**config.mk**
```make
export PLATFORM = sky130hd
export DESIGN_NAME = imem_loader
export DESIGN_NICKNAME = d
export VERILOG_FILES = /design/src/rtl/imem_loader.sv
export SDC_FILE = /design/constraint.sdc
export NUM_CORES = 1
export LEC_CHECK = 0
export BUFFER_PORTS_ARGS = -buffer_cell sky130_fd_sc_hd__buf_2
export CORE_ASPECT_RATIO = 0.7
export CORE_MARGIN = 4
export CORE_UTILIZATION = 50
export CTS_CLUSTER_SIZE = 30
export DETAILED_ROUTE_END_ITERATION = 16
export HOLD_SLACK_MARGIN = 0.15
export PLACE_DENSITY = 0.73
export SLEW_MARGIN = 20
export SYNTH_ARGS = -nofsm -noshare
export SYNTH_HDL_FRONTEND = slang
export SYNTH_SLANG_ARGS = --single-unit
```
**constraint.sdc**
```tcl
create_clock -name clk -period 2.68 [get_ports clk]
set_input_delay 0.67 -clock clk [delete_from_list [all_inputs] [get_ports clk]]
set_output_delay 0.67 -clock clk [all_outputs]
set_load 0.02 [all_outputs]
```
**src/rtl/imem_loader.sv**
```systemverilog
// Packs a little-endian byte stream into 32-bit words and writes them to imem from address 0, holding the core meanwhile.
// Write strobe one cycle after a word's 4th byte (min 5 cycles/word); byte_ready is low outside RECV, and the source may stall indefinitely.
module imem_loader #(
    parameter int ADDR_W = 6,
    parameter int DEPTH  = 64,
    parameter int DATA_W = 32
) (
    input  logic              clk,
    input  logic              rst,
    input  logic              start,
    input  logic [ADDR_W:0]   word_count,
    input  logic              byte_valid,
    input  logic [7:0]        byte_data,
    output logic              byte_ready,
    output logic              wr_en,
    output logic [ADDR_W-1:0] wr_addr,
    output logic [DATA_W-1:0] wr_data,
    output logic              core_hold,
    output logic              busy,
    output logic              done,
    output logic              err
);

    typedef enum logic [1:0] {IDLE, RECV, WRITE, DONE} state_t;

    localparam logic [ADDR_W:0] DEPTH_C = (ADDR_W+1)'(DEPTH);

    state_t            state;
    logic [1:0]        byte_idx;
    logic [23:0]       word;
    logic [ADDR_W-1:0] addr;
    logic [ADDR_W:0]   count;

    logic last_word;
    assign last_word = ({1'b0, addr} == (count - 1'b1));

    // Moore outputs are registered alongside the state transition that selects them.
    always_ff @(posedge clk) begin
        if (rst) begin
            state      <= IDLE;
            byte_idx   <= '0;
            word       <= '0;
            addr       <= '0;
            count      <= '0;
            byte_ready <= 1'b0;
            wr_en      <= 1'b0;
            wr_addr    <= '0;
            wr_data    <= '0;
            core_hold  <= 1'b0;
            busy       <= 1'b0;
            done       <= 1'b0;
            err        <= 1'b0;
        end else begin
            case (state)
                IDLE: begin
                    if (start) begin
                        if (word_count == '0 || word_count > DEPTH_C) begin
                            err <= 1'b1;
                        end else begin
                            count      <= word_count;
                            addr       <= '0;
                            byte_idx   <= '0;
                            err        <= 1'b0;
                            state      <= RECV;
                            byte_ready <= 1'b1;
                            core_hold  <= 1'b1;
                            busy       <= 1'b1;
                        end
                    end
                end
                RECV: begin
                    if (byte_valid) begin
                        byte_idx <= byte_idx + 2'd1;
                        case (byte_idx)
                            2'd0: word[7:0]   <= byte_data;
                            2'd1: word[15:8]  <= byte_data;
                            2'd2: word[23:16] <= byte_data;
                            2'd3: begin
                                // The top byte goes straight into the output word.
                                wr_data    <= {byte_data, word};
                                wr_addr    <= addr;
                                wr_en      <= 1'b1;
                                byte_ready <= 1'b0;
                                state      <= WRITE;
                            end
                        endcase
                    end
                end
                WRITE: begin
                    wr_en <= 1'b0;
                    if (last_word) begin
                        done  <= 1'b1;
                        state <= DONE;
                    end else begin
                        addr       <= addr + 1'b1;
                        byte_ready <= 1'b1;
                        state      <= RECV;
                    end
                end
                DONE: begin
                    done      <= 1'b0;
                    core_hold <= 1'b0;
                    busy      <= 1'b0;
                    state     <= IDLE;
                end
                default: state <= IDLE;
            endcase
        end
    end

endmodule

```
# After elaboration in Yosys (flattened, before gate mapping)
# Index checks and enable logic that the tools add are counted.
dict set report totals {
  reg_bits 84
  latch_bits 0
  ram_bits 0
  mem_bits_ro 0
  inputBits 19
  word_cells 82
  mem_count 0
}
dict set report op_classes {
  addsub 3
  n_mul 0
  div_mod_pow 0
  order_cmp 1
  eq_ne 13
  shifts 0
  mux 27
  bitwise 1
  n_reduce_logical 23
}
# op n
set ops {}
lappend ops {{$reduce_and A3 Y1} 7}
lappend ops {{$mux W6} 3}
lappend ops {{$mux W2} 8}
lappend ops {{$pmux W6 S2} 1}
lappend ops {{$reduce_and A4 Y1} 3}
lappend ops {{$ne A2 B2 Y1 const B} 5}
lappend ops {{$reduce_bool A2 Y1} 5}
lappend ops {{$mux W1} 9}
lappend ops {{$eq A2 B2 Y1 const B} 4}
lappend ops {{$pmux W2 S4} 1}
lappend ops {{$eq A6 B7 Y1} 1}
lappend ops {{$gt A7 B7 Y1 const B} 1}
lappend ops {{$logic_not A7 Y1} 1}
lappend ops {{$sub A7 B1 Y7 const B} 1}
lappend ops {{$add A6 B1 Y6 const B} 1}
lappend ops {{$pmux W1 S2} 3}
lappend ops {{$reduce_and A6 Y1} 1}
lappend ops {{$eq A2 B1 Y1 const B} 2}
lappend ops {{$logic_not A2 Y1} 2}
lappend ops {{$pmux W2 S2} 1}
lappend ops {{$reduce_and A2 Y1} 2}
lappend ops {{$pmux W1 S3} 1}
lappend ops {{$reduce_bool A3 Y1} 1}
lappend ops {{$add A2 B1 Y2 const B} 1}
lappend ops {{other kinds (3)} 3}

# Depth between registers and ports, before layout
# Gate-level depths: netlist (run 1).
dict set report depth {
  ltp_word 5
  ltp_mapped 9
  mapped_depth_nobuf 8
}

# Worst setup path before layout (run 1)
# OpenSTA, ideal clock, no wires.
dict set report synth_path {
  path_kind {input port to flip-flop}
  from {input port word_count[0]}
  to {register addr[4]}
  setup_ns 0.070
  t_arrival_ns 2.452
  required_ns 2.610
  slack_ns 0.158
  cell_stages 7
  n_path_buf 1
  path_cell_list {or4_4 o31a_1 o31ai_4 o31ai_1 buf_6 or3_1 a21oi_1}
}
dict set report synth_via {
  elab_chain_cells 4
  word_cells_on_any_way 5
  classes_between {1 x order compare; 1 x eq/ne; 3 x reduce/logical}
}
# element line_no
set synth_rtl {}
lappend synth_rtl {{start, declared} 11} ;# input logic [ADDR_W:0] word_count,
lappend synth_rtl {{$gt A7 B7 Y1 or $logic_not A7 Y1 (tied branches)} 57} ;# if (word_count == '0 || word_count > DEPTH_C) begin
lappend synth_rtl {{$logic_or A1 B1 Y1 *} 57}
lappend synth_rtl {{$ne A2 B2 Y1 (no line) *} --}
lappend synth_rtl {{$reduce_and A4 Y1 (no line) *} --}
lappend synth_rtl {{end signal, assigned} 95} ;# addr <= addr + 1'b1;
lappend synth_rtl {{end, declared} 31} ;# logic [ADDR_W-1:0] addr;
# Mark *: on every way between the ends. The rest lies on a longest branch, timed or not.
# A chain may end at the register's enable or synchronous reset.

# Final worst setup path (run 1)
dict set report layout_path {
  from {register count[0]}
  to {register addr[2]}
}
dict set report layout_via {
  elab_chain_cells 4
}
# element line_no
set layout_rtl {}
lappend layout_rtl {{start, declared} 32} ;# logic [ADDR_W:0] count;
lappend layout_rtl {{start signal, assigned} 60} ;# count <= word_count;
lappend layout_rtl {{$sub A7 B1 Y7} 35} ;# assign last_word = ({1'b0, addr} == (count - 1'b1));
lappend layout_rtl {{$eq A6 B7 Y1} 35}
lappend layout_rtl {{$ne A2 B2 Y1 (no line)} --}
lappend layout_rtl {{$reduce_and A4 Y1 (no line)} --}
# Every way passes these cells.

==> flow_metrics.tcl, run 1 <==
set metrics [dict create \
    synth_edf_count 0 \
    ctsHtreeMaxLevel 3 \
    cell_rows 24 \
    setup-violations-final 0 \
    synth-seq-cells 84 \
    grt_pass1_vias 2632 \
    hold_buffers 0 \
    critical-path-slowest-cell "o31ai_1" \
    post_cts_resize_count 0 \
    worstPathRequired_ns 2.96 \
    critPathKind "register to register" \
    multiInputGateArea_um2 1520 \
    cts-buffers-inserted 9 \
    power.density_cell_area_nw_per_um2 615 \
    syn-cell-area_um2 3330 \
    max-slew-margin-rel 0.523 \
    vias 2957 \
    cts_post_setup_buffers_inserted 0 \
    async_flop_share 0 \
    worst-r2r-setup-slack_ns 0.26 \
    area.growth.synth_to_final_pct 18.4 \
    grt_usage 0.192 \
    n_fill_cell 588 \
    ys_top_cells_by_area "dfxtp_1, nand2_1, a21oi_1, ha_1, mux2i_1" \
    grt_start_max_net_pins 51 \
    number_of_antenna_violations_at_the_first_check_in_global_routing 0 \
    outcome "completed" \
    cap_violations 0 \
    rsz_0062_raised_after_global_routing "false" \
    final-seq-area_um2 1680 \
    holdPathEnd "wr_data[1]$_SDFFE_PP0P_" \
    final_net_count 498 \
    r2r-start "count[0]$_SDFFE_PP0P_" \
    min-delay-start "word[1]$_SDFFE_PP0P_" \
    synth_area_per_cell_um2 8.01 \
    clock_insertion_delay_worst_skew_ns 0.36 \
    number_of_i_o_port_buffers 62 \
    globalplace.congestion 0.893 \
    ff2ff_path_depth 9 \
    antennaDiodeCount 0 \
    timing_hold_violations_final 0 \
    routedWlPerCell_um 13.5 \
    floorplan.die.height_um 76.3 \
    critPathMaxFanout 7 \
    routed_length_on_met2_um 3220 \
    fraction_of_layout_instances_using_a_drive_strength_above_1 0.184 \
    met3_routed_wl_um 530 \
    timing.critical_path.slowest_cell_delay_ns 0.63 \
    final_min_period_over_clock_period 0.903 \
    cpLargestDelayFamily "compound AO/OA/AOI/OAI gates" \
    worstMarginPinSlew_ns 0.709 \
    maxClockFrequency_mhz 413 \
    min_path_cells 2 \
    syn_inst 416 \
    remaining_drc_errors 0 \
    drt_iter0_markers 184 \
    dominantRegCellSynth "dfxtp_1" \
    die-width_um 106 \
    floorplan.initialDensity 0.526 \
    final.setup_skew_ns 0.00851 \
    synth_top_cell_by_area "dfxtp_1" \
    drt.antenna.violating_nets 0 \
    routed.top_layer "met4" \
    layout.core_utilization 0.623 \
    finalCriticalPeriod_ns 2.42 \
    postSynthNetCount 441 \
    max-vdd-ir-drop_uv 349 \
    crit_buf_inv 2 \
    p_total_uw 2430 \
    synth_seq_area_share 0.505 \
    detail_route.vias_per_cell 5.20 \
    die_area_um2 8050 \
    synth_top_cell_area_share 0.505 \
    gr-total-overflow 0 \
    wl_met1_um 3880 \
    worstSetupEndpointType "register" \
    clkSlewWorstSetupHoldPaths_ns 0.09 \
    worst_setup_path_start_kind "register" \
    hold_path.class "register to register" \
    worst-endpoint-arrival_ns 2.71 \
    cts_sinks 84 \
    layout.cells.most_common_list "nand2_1, dfxtp_1, a21oi_1" \
    coreArea_um2 6340 \
    reg2reg_end "addr[2]$_SDFFE_PP0P_" \
    dr.pass1.iters 4 \
    timing_max_transition_violations_final 0 \
    detailed_placement_wirelength_estimate_um 5530 \
    crit_chain "inv_1 > ha_1 > xor2_1 > a211oi_1 > o211ai_1 > o31ai_1 > buf_4 > o21ai_1 > a21oi_1" \
    cts-root-to-sink-buffers 2 \
    synth.lib_cells_used.distinct 40 \
    leakage_uw 0.00159 \
    mostFrequentLayoutCell "nand2_1" \
    ctsRootBufferMaster "clkbuf_8" \
    routed_wire_length_um 7690 \
    grt_first_pass_wirelength_um 12700 \
    io_pins 63 \
    ys_warn_count 0 \
    cts_tree "yes" \
]
[cells in the mapped netlist, drive strengths merged (2+ instances only)]
master,number
xnor2,3
nor2b,2
dfxtp,84
clkbuf,18
buf,5
nor2,15
nand4,3
nor3,5
and3,5
nand2,137
or3,7
or4,2
a221oi,2
mux2i,7
ha,6
inv,9
nand3,2
a211oi,3
a32o,2
o31ai,2
xor2,3
or2,2
o21ai,8
nor3b,2
a21oi,73
[cell families after synthesis]
kind of cell,count (synthesis),share of synthesized area
xor+xnor,6,0.0158
compound gates,95,0.160
fa+ha+maj,6,0.0225
simple gates,186,0.236
buf+inv,32,0.0398
flops,84,0.505
mux,7,0.0210
[worst max-delay path by stage]
stage | endpoint | start | cells after the start
global route | addr[4]$_SDFFE_PP0P_ | count[0]$_SDFFE_PP0P_ | 9
global placement | addr[4]$_SDFFE_PP0P_ | word_count[0] | 7
CTS | addr[2]$_SDFFE_PP0P_ | count[0]$_SDFFE_PP0P_ | 9
detailed placement | addr[3]$_SDFFE_PP0P_ | word_count[0] | 7
finish | addr[2]$_SDFFE_PP0P_ | count[0]$_SDFFE_PP0P_ | 9
floorplan | addr[4]$_SDFFE_PP0P_ | word_count[0] | 7
[worst register-to-register path: stages, from the launching register on]
cell and delay (ns):
dfxtp_1 0.45, inv_1 0.07, ha_1 0.23, xor2_1 0.17, a211oi_1 0.24, o211ai_1 0.12
o31ai_1 0.63, buf_4 0.24, o21ai_1 0.06, a21oi_1 0.13
[flip-flops by register name, summed over array words and instances (netlist names)]
signal and count:
byte_ready 1, byte_idx 2, done 1, state 2, err 1, busy 1, word 24, addr 6
wr_addr 6, wr_en 1, wr_data 32, count 7
[per-layer routing]
metal  GRT usage  vias up
met2       0.278       79
met3      0.0567        6
met4      0.0466        0
met5           0        -
li1            -     1498
met1       0.281     1374
[cell type report]
type                       instances  area share
clock buffer                      10      0.0323
clock inverter                     6      0.0244
inverter                           9     0.00856
multi-input combinational        300       0.385
sequential                        84       0.426
tap                               91      0.0289
timing repair buffer              69      0.0951
[per-stage QoR]
step           hold slack [ns]  setup TNS [ns]  instance area [um2]  setup slack (ns)  std cells
6_report                 0.448               0                 3950             0.260        569
5_1_grt                  0.476               0                 3950            0.0919        569
4_1_cts                  0.447               0                 3950             0.280        569
3_5_place_dp             0.441        -0.00208                 3720          -0.00208        553
3_3_place_gp             0.438               0                 3720            0.0178        553
2_1_floorplan            0.432               0                 3330             0.158        416
[report_power, final]
part / switching, uW / leakage, uW / internal (uW)
logic: 90.4 / 0.000803 / 54.8
registers: 14.5 / 0.000678 / 1260
clock network: 470 / 0.000109 / 536
total: 575 / 0.00159 / 1850
Note: power is estimated with default switching activity, not from simulation.
==> run 2: changes to the inputs <==
ABC_AREA = 1   (was default)
PLACE_DENSITY = 0.75   (was 0.73)
==> run 2 against run 1 <==
Effect of this change:
- first-iteration DRC count increased by 14%
- final cell count increased by 12%
- synthesized cell count increased by 17%
- critical endpoint is now addr[5]$_SDFFE_PP0P_
- clock power increased by 6%
- register-to-register slack improved by 0.41 ns
==> flow_metrics.tcl, run 2 <==
set metrics [dict create \
    clkSlewWorstSetupHoldPaths_ns 0.08 \
    ys_top_cells_by_area "dfxtp_1, nand2_1, a21oi_1, nand3_1, nor2_1" \
    cts_tree "yes" \
    hold_path.class "register to register" \
    r2r-start "count[0]$_SDFFE_PP0P_" \
    placedCellCount 621 \
    number_of_antenna_violations_at_the_first_check_in_global_routing 0 \
    coreArea_um2 6850 \
    remaining_drc_errors 0 \
    hold_buffers 0 \
    io_pins 63 \
    die_area_um2 8580 \
    synth_seq_area_share 0.471 \
    worstPathRequired_ns 2.96 \
    ctsHtreeMaxLevel 3 \
    floorplan.initialDensity 0.521 \
    synth_top_cell_area_share 0.471 \
    cell_rows 25 \
    number_of_i_o_port_buffers 62 \
    post_cts_resize_count 0 \
    cts_post_setup_buffers_inserted 0 \
    area.growth.synth_to_final_pct 16.1 \
    detailed_placement_wirelength_estimate_um 6190 \
    dr.pass1.iters 5 \
    finalCriticalPeriod_ns 2.01 \
    synth_edf_count 0 \
    final_min_period_over_clock_period 0.750 \
    synth-seq-cells 84 \
    ctsRootBufferMaster "clkbuf_8" \
    power.density_cell_area_nw_per_um2 700 \
    cts_sinks 84 \
    vias 3334 \
    final_net_count 563 \
    largestRegisters "wr_data (32), word (24), count (7)" \
    gr-total-overflow 0 \
    cts-root-to-sink-buffers 2 \
    max-slew-margin-rel 0.563 \
    drt_iter0_markers 209 \
    worst_setup_path_start_kind "register" \
    setup-violations-final 0 \
    async_flop_share 0 \
    ys_warn_count 0 \
    largest_register_ffs 32 \
    syn-cell-area_um2 3570 \
    leakage_uw 0.00171 \
    critPathMaxFanout 8 \
    largest-register "wr_data" \
    holdPathEnd "wr_data[13]$_SDFFE_PP0P_" \
    grt_usage 0.214 \
    die-width_um 109 \
    synth.lib_cells_used.distinct 26 \
    globalplace.congestion 0.890 \
    mostFrequentLayoutCell "nand2_1" \
    synthMostInstantiatedCell "nand2_1" \
    min-delay-start "wr_data[13]$_SDFFE_PP0P_" \
    maxClockFrequency_mhz 497 \
    max-vdd-ir-drop_uv 326 \
    ff2ff_path_depth 12 \
    critPathKind "register to register" \
    worstMarginPinSlew_ns 0.655 \
    layout.cells.most_common_list "nand2_1, dfxtp_1, a21oi_1" \
    worst-endpoint-arrival_ns 2.29 \
    cap_violations 0 \
    routed_wire_length_um 8670 \
    grt_start_max_net_pins 65 \
    routedWlPerCell_um 13.6 \
    grt_pass1_vias 3079 \
    antennaDiodeCount 0 \
    syn_inst 486 \
    outcome "completed" \
    synth_area_per_cell_um2 7.35 \
    clock_insertion_delay_worst_skew_ns 0.35 \
    rsz_0062_raised_after_global_routing "false" \
    tns_ns 0 \
    drt.antenna.violating_nets 0 \
    min_path_cells 2 \
    worst-r2r-setup-slack_ns 0.67 \
    postSynthNetCount 511 \
    layoutNonFillerInstCount 636 \
    final.setup_skew_ns 0.0105 \
    detail_route.vias_per_cell 5.24 \
    reg2reg_end "addr[5]$_SDFFE_PP0P_" \
    timing_max_transition_violations_final 0 \
    timing_hold_violations_final 0 \
    dominantRegCellSynth "dfxtp_1" \
    synth_top_cell_by_area "dfxtp_1" \
    grt_first_pass_wirelength_um 14600 \
    floorplan.die.height_um 78.7 \
    fraction_of_layout_instances_using_a_drive_strength_above_1 0.181 \
    cts-buffers-inserted 9 \
    worstSetupEndpointType "register" \
    synth_common_cells "nand2_1, dfxtp_1, a21oi_1" \
]
## run 2: metal layers
layer | vias to the layer above | track usage | wire length (um)
met2 | 106 | 0.307 | 3700
met4 | 0 | 0.0706 | 97
li1 | 1698 | - | -
met5 | - | 0 | 0
met3 | 13 | 0.0682 | 715
met1 | 1517 | 0.304 | 4160
## run 2: worst max-delay path by stage
stage                                startpoint                  endpoint  cells past startpoint
after floorplan                   word_count[4]     count[5]$_SDFFE_PP0P_                      8
after global placement               byte_valid  wr_data[15]$_SDFFE_PP0P_                      6
after detailed placement             byte_valid      word[5]$_SDFFE_PP0P_                      6
after CTS                 count[0]$_SDFFE_PP0P_      addr[4]$_SDFFE_PP0P_                     12
after global routing      count[0]$_SDFFE_PP0P_      addr[2]$_SDFFE_PP0P_                     12
final                     count[0]$_SDFFE_PP0P_      addr[5]$_SDFFE_PP0P_                     12
## run 2: per-stage QoR
| step | utilization | hold slack [ns] | worst slack (ns) | total power [uW] | area (um2) |
|---|---|---|---|---|---|
| finish | 0.605 | 0.459 | 0.669 | 2900 | 4140 |
| global route | 0.605 | 0.481 | 0.443 | 3040 | 4140 |
| CTS | 0.605 | 0.463 | 0.689 | 2910 | 4140 |
| detailed placement | 0.570 | 0.450 | 0.708 | 1850 | 3910 |
| global placement | 0.570 | 0.447 | 0.743 | 1830 | 3910 |
| floorplan | - | 0.442 | 1.01 | 1740 | 3570 |
## run 2: power by group
group / leakage (uW) / internal, uW / switching (uW) / total, uW
logic: 0.000911 / 147 / 335 / 482
registers: 0.000679 / 1300 / 49.1 / 1350
clock network: 0.000120 / 617 / 454 / 1070
total: 0.00171 / 2060 / 838 / 2900
## run 2: final cells by class
class / count / area, um2
tap: 94 / 118
multi-input combinational: 343 / 1630
sequential: 84 / 1680
inverter: 30 / 113
timing repair buffer: 70 / 370
clock inverter: 6 / 113
clock buffer: 9 / 124
fill: 627 / 2710
## run 2: cell families (layout without fill, tap and decap cells)
logic type / after synthesis / count (layout) / share of synthesized area
simple gates: 237 / 237 / 0.286
fa+ha+maj: 6 / 6 / 0.0210
flops: 84 / 84 / 0.471
xor+xnor: 5 / 5 / 0.0123
buf+inv: 59 / 115 / 0.0736
compound gates: 95 / 95 / 0.136
## run 2: worst max-delay path: stages, from the launching register on
cell,delay (ns)
dfxtp_1,0.33
inv_1,0.15
ha_1,0.24
nand2_1,0.07
nor2_1,0.24
nand2_1,0.09
nand2_1,0.07
nand2_1,0.06
nor2_1,0.16
nand2_2,0.16
nand3_2,0.17
nand2_1,0.09
a21oi_2,0.11
